### src/rtl/seq_mult_unit.sv
// Multi-cycle 32x32->64 shift-and-add multiplier using the external 32-bit ADDER, one add per cycle.
// Optional feature macro: MULT_SIGNED_EN adds is_signed, a sign-fix state and one cycle of latency.
module seq_mult_unit #(
  parameter int unsigned WIDTH = 32,
  parameter int unsigned ITER  = 32
) (
  input  logic               clk,
  input  logic               rst,
  input  logic               start,
  input  logic [WIDTH-1:0]   op_a,
  input  logic [WIDTH-1:0]   op_b,
`ifdef MULT_SIGNED_EN
  input  logic               is_signed,
`endif
  output logic [WIDTH-1:0]   add_a,
  output logic [WIDTH-1:0]   add_b,
  output logic               add_cin,
  input  logic [WIDTH-1:0]   add_sum,
  input  logic               add_cout,
  output logic               busy,
  output logic               done,
  output logic [2*WIDTH-1:0] product
);

  localparam int unsigned CW = $clog2(ITER);

  typedef enum logic [1:0] {
    IDLE = 2'd0,
    CALC = 2'd1,
    FIX  = 2'd2,
    DONE = 2'd3
  } state_t;

  state_t          state;
  logic [WIDTH-1:0] acc;
  logic [WIDTH-1:0] mq;
  logic [WIDTH-1:0] mcand;
  logic [CW-1:0]    cnt;

`ifdef MULT_SIGNED_EN
  localparam logic [WIDTH-1:0]   WONE = {{(WIDTH-1){1'b0}}, 1'b1};
  localparam logic [2*WIDTH-1:0] PONE = {{(2*WIDTH-1){1'b0}}, 1'b1};
  logic               neg;
  logic [WIDTH-1:0]   mag_a;
  logic [WIDTH-1:0]   mag_b;
  logic [2*WIDTH-1:0] prod_neg;

  // Magnitudes of signed operands; 0x80000000 maps onto itself, which is correct unsigned.
  assign mag_a    = (is_signed && op_a[WIDTH-1]) ? (~op_a + WONE) : op_a;
  assign mag_b    = (is_signed && op_b[WIDTH-1]) ? (~op_b + WONE) : op_b;
  assign prod_neg = ~{acc, mq} + PONE;
`endif

  // Adder operands come straight from the datapath registers.
  assign add_a   = acc;
  assign add_b   = mq[0] ? mcand : '0;
  assign add_cin = 1'b0;

  always_ff @(posedge clk or posedge rst) begin
    if (rst) begin
      state   <= IDLE;
      busy    <= 1'b0;
      done    <= 1'b0;
      product <= '0;
      acc     <= '0;
      mq      <= '0;
      mcand   <= '0;
      cnt     <= '0;
`ifdef MULT_SIGNED_EN
      neg     <= 1'b0;
`endif
    end else begin
      done <= 1'b0;
      case (state)
        IDLE: begin
          if (start) begin
`ifdef MULT_SIGNED_EN
            mcand <= mag_a;
            mq    <= mag_b;
            neg   <= is_signed & (op_a[WIDTH-1] ^ op_b[WIDTH-1]);
`else
            mcand <= op_a;
            mq    <= op_b;
`endif
            acc   <= '0;
            cnt   <= '0;
            busy  <= 1'b1;
            state <= CALC;
          end
        end
        CALC: begin
          // Carry-out becomes the new MSB so no bit of the partial sum is lost.
          acc <= {add_cout, add_sum[WIDTH-1:1]};
          mq  <= {add_sum[0], mq[WIDTH-1:1]};
          cnt <= cnt + CW'(1);
          if (cnt == CW'(ITER - 1)) begin
`ifdef MULT_SIGNED_EN
            state <= FIX;
`else
            state <= DONE;
`endif
          end
        end
`ifdef MULT_SIGNED_EN
        FIX: begin
          if (neg) begin
            {acc, mq} <= prod_neg;
          end
          state <= DONE;
        end
`endif
        DONE: begin
          product <= {acc, mq};
          done    <= 1'b1;
          busy    <= 1'b0;
          state   <= IDLE;
        end
        default: begin
          busy  <= 1'b0;
          state <= IDLE;
        end
      endcase
    end
  end

endmodule
### config.mk
export PLATFORM = sky130hd
export DESIGN_NAME = seq_mult_unit
export DESIGN_NICKNAME = d
export VERILOG_FILES = /design/src/rtl/seq_mult_unit.sv
export SDC_FILE = /design/constraint.sdc
export NUM_CORES = 1
export LEC_CHECK = 0
export CORE_ASPECT_RATIO = 0.8
export CORE_MARGIN = 3
export CORE_UTILIZATION = 40
export CTS_CLUSTER_SIZE = 16
export DETAILED_ROUTE_END_ITERATION = 6
export HOLD_SLACK_MARGIN = 0.08
export PLACE_DENSITY = 0.71
export SLEW_MARGIN = 15
export SYNTH_ARGS = -nofsm -noshare
export SYNTH_HDL_FRONTEND = slang
export SYNTH_SLANG_ARGS = --single-unit
### constraint.sdc
create_clock -name clk -period 8.2 [get_ports clk]
set_input_delay 2.46 -clock clk [delete_from_list [all_inputs] [get_ports clk]]
set_output_delay 2.46 -clock clk [all_outputs]
set_load 0.02 [all_outputs]
==> impl_metrics.toml, run 1 <==
[logic_synthesis]
syn_inst = 521
synth_top_cells_by_area = "dfrtp_1 61%, mux2_2 16%, a22o_1 4.3%"
syn_area_per_cell_um2 = 13.3
synth-seq-area-share = 0.608
yosysWarnings = 0
yosys.area.top_type_share = 0.608
syn_area_um2 = 6950
synth_cell_types = 28
synth_fp_nets = 623
synth_seq_cells = 169
synth_top_cell_by_area = "dfrtp_1"

[pwr]
p_leak_nw = 4.47
seqPwrFrac = 0.394
switching_share = 0.329
p_sw_mw = 1.18
p_comb_frac = 0.372
peakVddDrop_uv = 167
clockPowerShare = 0.234
internal_power_mw = 2.41
powerDensity_nw_per_um2 = 360

[place]
place_congestion = 0.767
dp_hpwl_um = 11700
pre_cts_ws_ns = 3.60
dp.cells = 936
io_buffers = 229

[timing]
hold_viol_final = 0
timing.fmax_ghz = 0.215
whs_ns = 0.479
worstMarginPinSlew_ns = 1.05
drv_slew = 0
fin_crit_ns = 4.66
rsz0062_at_grt = "false"
setup_slack_ns = 3.54
max-slew-margin-rel = 0.298
setup_tns_ns = 0
clock-skew-final_ns = 0.00686
finalCritPeriodShare = 0.568
setup_viol = 0

[worst_setup_path]
r2r_cells = 2
crit_fanout = 35
critPathCaptureType = "output port"
worst-setup-path-type = "register to output port"
cp.arrival_ns = 2.20
critPathLaunchType = "register"
required_ns = 5.74

[global_routing]
first_global_vias = 5101
grt_pass1_wl_um = 27400
grt_max_degree = 104
grtUsageTotal = 0.181
overflow = 0
antenna_found_initial = 0

[hold_path]
hold_path_class = "register to register"
hold_depth = 1

[final_layout]
seq_area_um2 = 4230
stdcell_count = 968
area_growth_pct = 43.5
fillCellCount = 1322
fin_nets = 837
multiInputGateArea_um2 = 2490
drive_gt1_frac = 0.184
fin_util = 0.595
antenna_cells = 0

[detailed_routing]
dr.first_iter.drc_count = 204
wl_per_cell_um = 17.9
via_per_inst = 5.10
drc = 0
dr.pass1.iters = 4
via_count = 4935
wirelength_um = 17400
antenna_left = 0

[clock_tree]
root_buffer = "clkbuf_16"
cts.repair.resized = 0
htree_levels = 4
numCtsBuffers = 17
clockBufferDepth = 2
cts.sinks = 169
cts_tree = "done"
worstSkewPairLatency_ns = 0.41
ctsHoldBuffers = 0
cts.clk_slew.worst_paths_ns = 0.06
cts_setup_buffers = 0

[floorplanning]
core_um2 = 16800
dieArea_um2 = 19000
num_rows = 42
fp.dieH_um = 124
initial_utilization = 0.415
io_pins = 231
die_x_um = 153

[outcome]
status = "finished clean"

[run]
maxCapViolations = 0
## sequential cells by signal (all words and copies together), names as in the netlist
signal,count
busy,1
done,1
add_a,32
mcand,32
cnt,5
mq,32
product,64
state,2
## synth_stat cells, drive strengths merged
library cell / number
nand4: 1
clkbuf: 11
o21bai: 1
dfrtp: 169
nand2: 19
inv: 4
and2: 33
nor2b: 17
a22oi: 15
mux2i: 2
ha: 2
nand2b: 1
a21oi: 31
and3: 1
a21o: 1
and3b: 16
mux2: 97
a22o: 34
buf: 29
o21ai: 34
nor3b: 2
conb: 1
## layout by cell type, fill, tap and decap left out, drive strengths merged
| master | Yosys | layout |
|---|---|---|
| mux2 | 97 | 97 |
| mux2i | 2 | 2 |
| o21ai | 34 | 34 |
| a21oi | 31 | 31 |
| and2 | 33 | 33 |
| nor3b | 2 | 2 |
| buf | 29 | 6 |
| nand2 | 19 | 19 |
| nand4 | 1 | 1 |
| dfrtp | 169 | 169 |
| clkdlybuf4s50 | 0 | 229 |
| conb | 1 | 1 |
| inv | 4 | 4 |
| and3 | 1 | 1 |
| a22oi | 15 | 15 |
| nor2b | 17 | 17 |
| nand2b | 1 | 1 |
| clkinvlp | 0 | 1 |
| and3b | 16 | 16 |
| clkinv | 0 | 7 |
| o21bai | 1 | 1 |
| clkbuf | 11 | 20 |
| bufinv | 0 | 4 |
| a22o | 34 | 34 |
| ha | 2 | 2 |
| a21o | 1 | 1 |
## final cells by class
cell class | count | area share
inverter | 4 | 0.00201
timing repair buffer | 235 | 0.234
tap | 220 | 0.0276
sequential | 169 | 0.424
clock buffer | 20 | 0.0448
multi-input combinational | 308 | 0.249
clock inverter | 12 | 0.0174
## cell families after synthesis
| group | after synthesis | synth area share |
|---|---|---|
| fa+ha+maj | 2 | 0.00360 |
| compound gates | 116 | 0.108 |
| mux | 99 | 0.160 |
| buf+inv | 44 | 0.0374 |
| flops | 169 | 0.608 |
| other cells | 1 | 0.000540 |
| simple gates | 90 | 0.0819 |
## path summary, 6_finish.rpt
kind | startpoint | end | slack (ns)
min in group asynchronous | rst | product[39] | 2.60
max in group asynchronous | rst | product[50] | 4.15
worst min register to register | busy | busy | 0.48
worst max-delay path | mq[0] | add_b[2] | 3.54
worst min-delay path | busy | busy | 0.48
worst max register to register | state[0] | product[62] | 5.84
## metrics by stage
stage               total power [mW]  area, um^2
floorplan                       2.12        6950
global placement                2.72        9350
detailed placement              2.77        9350
CTS                             3.62        9970
global route                    3.78        9970
finish                          3.59        9970
## power by group through the flow
stage / clock network [mW] / registers, mW / logic, mW
floorplan: 0 / 1.54 / 0.581
global placement: 0 / 1.40 / 1.32
detailed placement: 0 / 1.42 / 1.35
CTS: 0.859 / 1.41 / 1.35
global route: 0.892 / 1.46 / 1.43
finish: 0.840 / 1.41 / 1.33
## per-layer routing
metal	share of wire	track usage
met5	0	0
met4	0.015	0.0563
met3	0.044	0.0410
met2	0.48	0.287
met1	0.46	0.253
## worst max-delay path: stages (launching register included)
cell and delay [ns]:
dfrtp_1 0.90, and2_1 0.25, clkdlybuf4s50_1 0.62
(Power assumes the default switching activity.)
==> run 2: changes to the inputs <==
--- a/config.mk
+++ b/config.mk
@@ -11,7 +11,7 @@
 export CTS_CLUSTER_SIZE = 16
 export DETAILED_ROUTE_END_ITERATION = 6
 export HOLD_SLACK_MARGIN = 0.08
-export PLACE_DENSITY = 0.71
+export PLACE_DENSITY = 0.74
 export SLEW_MARGIN = 15
 export SYNTH_ARGS = -nofsm -noshare
 export SYNTH_HDL_FRONTEND = slang
==> constraint.sdc (replaced) <==
create_clock -name clk -period 3.75 [get_ports clk]
set_input_delay 1.125 -clock clk [delete_from_list [all_inputs] [get_ports clk]]
set_output_delay 1.125 -clock clk [all_outputs]
set_load 0.02 [all_outputs]
==> run 2 against run 1 <==
Net effect: clock skew rose by 0.00068 ns; sequential share of layout area fell by 0.15 points; critical path depth did not move; sequential cell count did not move; critical endpoint is now add_b[31]; count of clock-buffer cells in the layout rose by 3; clock power rose by 110%; total power rose by 120%; final cell count rose by 0.31%; core utilization rose by 0.21 points; worst setup slack got worse by 3.1 ns; largest cell class unchanged; global-route usage rose by 0.39 points.
==> impl_metrics.toml, run 2 (same netlist as run 1, synthesis figures left out) <==
[outcome]
status = "finished clean"

[worst_setup_path]
r2r_cells = 4
reg2reg_to = "mq[3]"
critPathSlowestCell = "dfrtp_1"
crit_chain = "and2_1 -> clkdlybuf4s50_1"
r2r_slack_ns = 1.30
worst-setup-path-type = "register to output port"
cpPeakStageDelay_ns = 0.87
rr_startpoint = "state[0]"
required_ns = 2.62
critPathLaunchType = "register"
crit_fanout = 35
critPathCaptureType = "output port"
cp.arrival_ns = 2.17

[timing]
drv_slew = 0
finalCritPeriodShare = 0.879
setup_viol = 0
setup_tns_ns = 0
rsz0062_at_grt = "false"
worstMarginPinSlew_ns = 0.945
hold_viol_final = 0
fin_crit_ns = 3.29
max-slew-margin-rel = 0.370
clock-skew-final_ns = 0.00753
setup_slack_ns = 0.455
timing.fmax_ghz = 0.304

[detailed_routing]
via_per_inst = 5.07
drc = 0
dr.pass1.iters = 4
wl_per_cell_um = 18.2
antenna_left = 0
wirelength_um = 17700
via_count = 4920
dr.first_iter.drc_count = 269

[final_layout]
top_register = "product"
drive_gt1_frac = 0.186
final_common_cell = "clkdlybuf4s50_1"
fin_nets = 842
antenna_cells = 0
largest_reg_flops = 64
area_growth_pct = 44.0
layout_common_cells = "229 x clkdlybuf4s50_1, 168 x dfrtp_1, 96 x mux2_2"
seq_area_um2 = 4230
multiInputGateArea_um2 = 2490
fillCellCount = 1338

[run]
maxCapViolations = 0

[floorplanning]
die_x_um = 153
io_pins = 231
initial_utilization = 0.415
dieArea_um2 = 19000
fp.dieH_um = 124
num_rows = 42
core_um2 = 16800

[hold_path]
hold_depth = 1
hold_path_class = "register to register"
hp-start = "cnt[3]"
hold_end = "cnt[3]"

[place]
place_congestion = 0.794
dp_hpwl_um = 12200
io_buffers = 229
pre_cts_ws_ns = 0.856

[clock_tree]
cts.repair.resized = 0
cts_setup_buffers = 0
worstSkewPairLatency_ns = 0.42
cts.clk_slew.worst_paths_ns = 0.06
root_buffer = "clkbuf_16"
numCtsBuffers = 17
htree_levels = 4
cts_tree = "done"
ctsHoldBuffers = 0
clockBufferDepth = 2
cts.sinks = 169

[pwr]
powerDensity_nw_per_um2 = 779
peakVddDrop_uv = 481
p_leak_nw = 4.49

[global_routing]
grtUsageTotal = 0.185
grt_pass1_wl_um = 27900
grt_max_degree = 68
overflow = 0
antenna_found_initial = 0
first_global_vias = 5146
run 2: layout make-up:
type | instances | share of cell area
repair buffers | 240 | 0.240
multi-input cells | 308 | 0.249
clock buffers | 23 | 0.0478
well taps | 220 | 0.0275
flip-flops and latches | 169 | 0.423
clock inverters | 7 | 0.0116
inverters | 4 | 0.00188
run 2: metrics by stage:
step,power [mW],instance area [um^2],util,instances,hold WS (ns)
5_1_grt,8.24,10000,0.597,971,0.502
3_3_place_gp,5.95,9410,0.561,941,0.458
2_1_floorplan,4.65,6950,-,521,0.438
3_5_place_dp,6.07,9410,0.561,941,0.465
6_report,7.79,10000,0.597,971,0.473
4_1_cts,7.89,10000,0.597,971,0.473
run 2: power breakdown:
part	total, mW	internal [mW]	switching, mW
combinational	2.93	1.58	1.35
sequential	3.09	2.55	0.532
clock	1.78	1.09	0.683
run 2: critical path, delay by kind of cell (launching register included):
kind,cells,cell delay (ns)
buffers and inverters,1,0.63
AND/OR/NAND/NOR,1,0.25
flip-flops,1,0.87
run 2: worst max-delay path by stage:
stage / start / endpoint / slack [ns] / cells after the start
after floorplan: rst / add_a[0] / 0.47 / 1
after global placement: mq[0] / add_b[11] / 0.92 / 2
after detailed placement: mq[0] / add_b[31] / 0.86 / 2
after CTS: mq[0] / add_b[31] / 0.40 / 2
after global routing: mq[0] / add_b[10] / 0.29 / 2
final: mq[0] / add_b[31] / 0.46 / 2
run 2: per-layer routing:
metal | up-vias | wire length [um] | track usage
met5 | - | 0 | 0
met4 | 0 | 166 | 0.0452
met3 | 11 | 1030 | 0.0559
met2 | 148 | 8410 | 0.286
met1 | 2482 | 8050 | 0.260
li1 | 2279 | - | -
==> run 3: changes to the inputs <==
--- a/config.mk
+++ b/config.mk
@@ -7,11 +7,11 @@
 export LEC_CHECK = 0
 export CORE_ASPECT_RATIO = 0.8
 export CORE_MARGIN = 3
-export CORE_UTILIZATION = 40
+export CORE_UTILIZATION = 41
 export CTS_CLUSTER_SIZE = 16
 export DETAILED_ROUTE_END_ITERATION = 6
 export HOLD_SLACK_MARGIN = 0.08
-export PLACE_DENSITY = 0.74
+export PLACE_DENSITY = 0.76
 export SLEW_MARGIN = 15
 export SYNTH_ARGS = -nofsm -noshare
 export SYNTH_HDL_FRONTEND = slang
==> run 3 against run 2 <==
Net effect: total power barely moved; via count up 0.65%; sequential cell count stayed put; critical endpoint is now add_b[6]; largest cell class unchanged; largest power group unchanged.
==> impl_metrics.toml, run 3 (same netlist as run 1, synthesis figures left out) <==
[hold_path]
hold_path_class = "register to register"

[timing]
hold_viol_final = 0
setup_tns_ns = 0
timing.fmax_ghz = 0.300
fin_crit_ns = 3.33
drv_slew = 0
rsz0062_at_grt = "false"
clock-skew-final_ns = 0.00969
worstMarginPinSlew_ns = 0.907
finalCritPeriodShare = 0.888
max-slew-margin-rel = 0.394
setup_viol = 0

[clock_tree]
ctsHoldBuffers = 0
cts.clk_slew.worst_paths_ns = 0.06
cts_setup_buffers = 0
root_buffer = "clkbuf_16"
worstSkewPairLatency_ns = 0.41
clockBufferDepth = 2
numCtsBuffers = 17
cts.sinks = 169
cts.repair.resized = 0
htree_levels = 4
cts_tree = "done"

[final_layout]
antenna_cells = 0
top_register = "product"
fin_nets = 846
drive_gt1_frac = 0.197
area_growth_pct = 44.6
final_common_cell = "clkdlybuf4s50_1"
fin_util = 0.622
layout_common_cells = "229 x clkdlybuf4s50_1, 168 x dfrtp_1, 96 x mux2_2"
largest_reg_flops = 64

[worst_setup_path]
cp.arrival_ns = 2.20
critPathCaptureType = "output port"
worst-setup-path-type = "register to output port"
crit_fanout = 35
required_ns = 2.62
critPathLaunchType = "register"

[detailed_routing]
dr.first_iter.drc_count = 152
drc = 0
wl_per_cell_um = 18.2
antenna_left = 0
via_count = 4952
via_per_inst = 5.09
dr.pass1.iters = 4
wirelength_um = 17700

[global_routing]
first_global_vias = 5263
antenna_found_initial = 0
overflow = 0
grt_pass1_wl_um = 28000
grt_max_degree = 66
grtUsageTotal = 0.193

[floorplanning]
die_x_um = 152
num_rows = 41
initial_utilization = 0.430
io_pins = 231
fp.dieH_um = 122
dieArea_um2 = 18600
core_um2 = 16200

[pwr]
powerDensity_nw_per_um2 = 776
p_leak_nw = 4.51
peakVddDrop_uv = 376

[run]
maxCapViolations = 0

[place]
dp_hpwl_um = 12600
io_buffers = 229
place_congestion = 0.780

[outcome]
status = "finished clean"
[run 3: changes by cell type in the layout (fill, tap and decap cells not counted)]
cell	delta
buf_4	+3
clkbuf_1	-3
clkinv_4	+2
clkinvlp_4	+2
inv_6	+2
buf_12	+1
bufinv_16	-1
[run 3: stage by stage]
stage	cell area (um^2)	setup slack [ns]	total power, mW	hold slack [ns]	cells
floorplan	6950	0.470	4.65	0.438	521
CTS	10100	0.374	7.89	0.495	972
detailed placement	9450	0.812	6.10	0.473	940
finish	10100	0.421	7.79	0.498	972
global placement	9450	0.860	5.96	0.461	940
global route	10100	0.248	8.23	0.509	972
[run 3: worst paths after layout]
kind / slack [ns] / from / cells after the start / end
worst max-delay path: 0.42 / mq[0] / 2 / add_b[6]
worst min-delay path: 0.50 / mcand[27] / 1 / mcand[27]
worst max register to register: 1.41 / state[0] / 2 / product[43]
worst min register to register: 0.50 / mcand[27] / 1 / mcand[27]
max in group asynchronous: 1.78 / rst / 3 / product[23]
min in group asynchronous: 1.25 / rst / 2 / add_a[8]
[run 3: layer usage]
layer  track usage  routed length, um  share of wire  up-vias
li1              -                  -              -     2289
met4        0.0572                199          0.011        0
met2         0.323               8910           0.50      119
met1         0.256               7850           0.44     2531
met5             0                  0              0        -
met3        0.0362                735          0.042       13
[run 3: worst max-delay path, cell delays in order (launching register included)]
cell	delay, ns
dfrtp_1	0.91
and2_1	0.24
clkdlybuf4s50_1	0.63
[run 3: final cells by class]
cell class	count	area [um^2]
tap	215	269
multi-input combinational	308	2490
sequential	169	4230
inverter	4	18.8
clock buffer	20	467
timing repair buffer	244	2440
clock inverter	12	136
fill	1259	6110
[run 3: power breakdown]
| group | total [mW] | internal, mW | switching [mW] | leakage (nW) |
|---|---|---|---|---|
| sequential | 3.09 | 2.55 | 0.537 | 2.10 |
| clock | 1.77 | 1.04 | 0.724 | 0.289 |
| combinational | 2.94 | 1.59 | 1.35 | 2.12 |
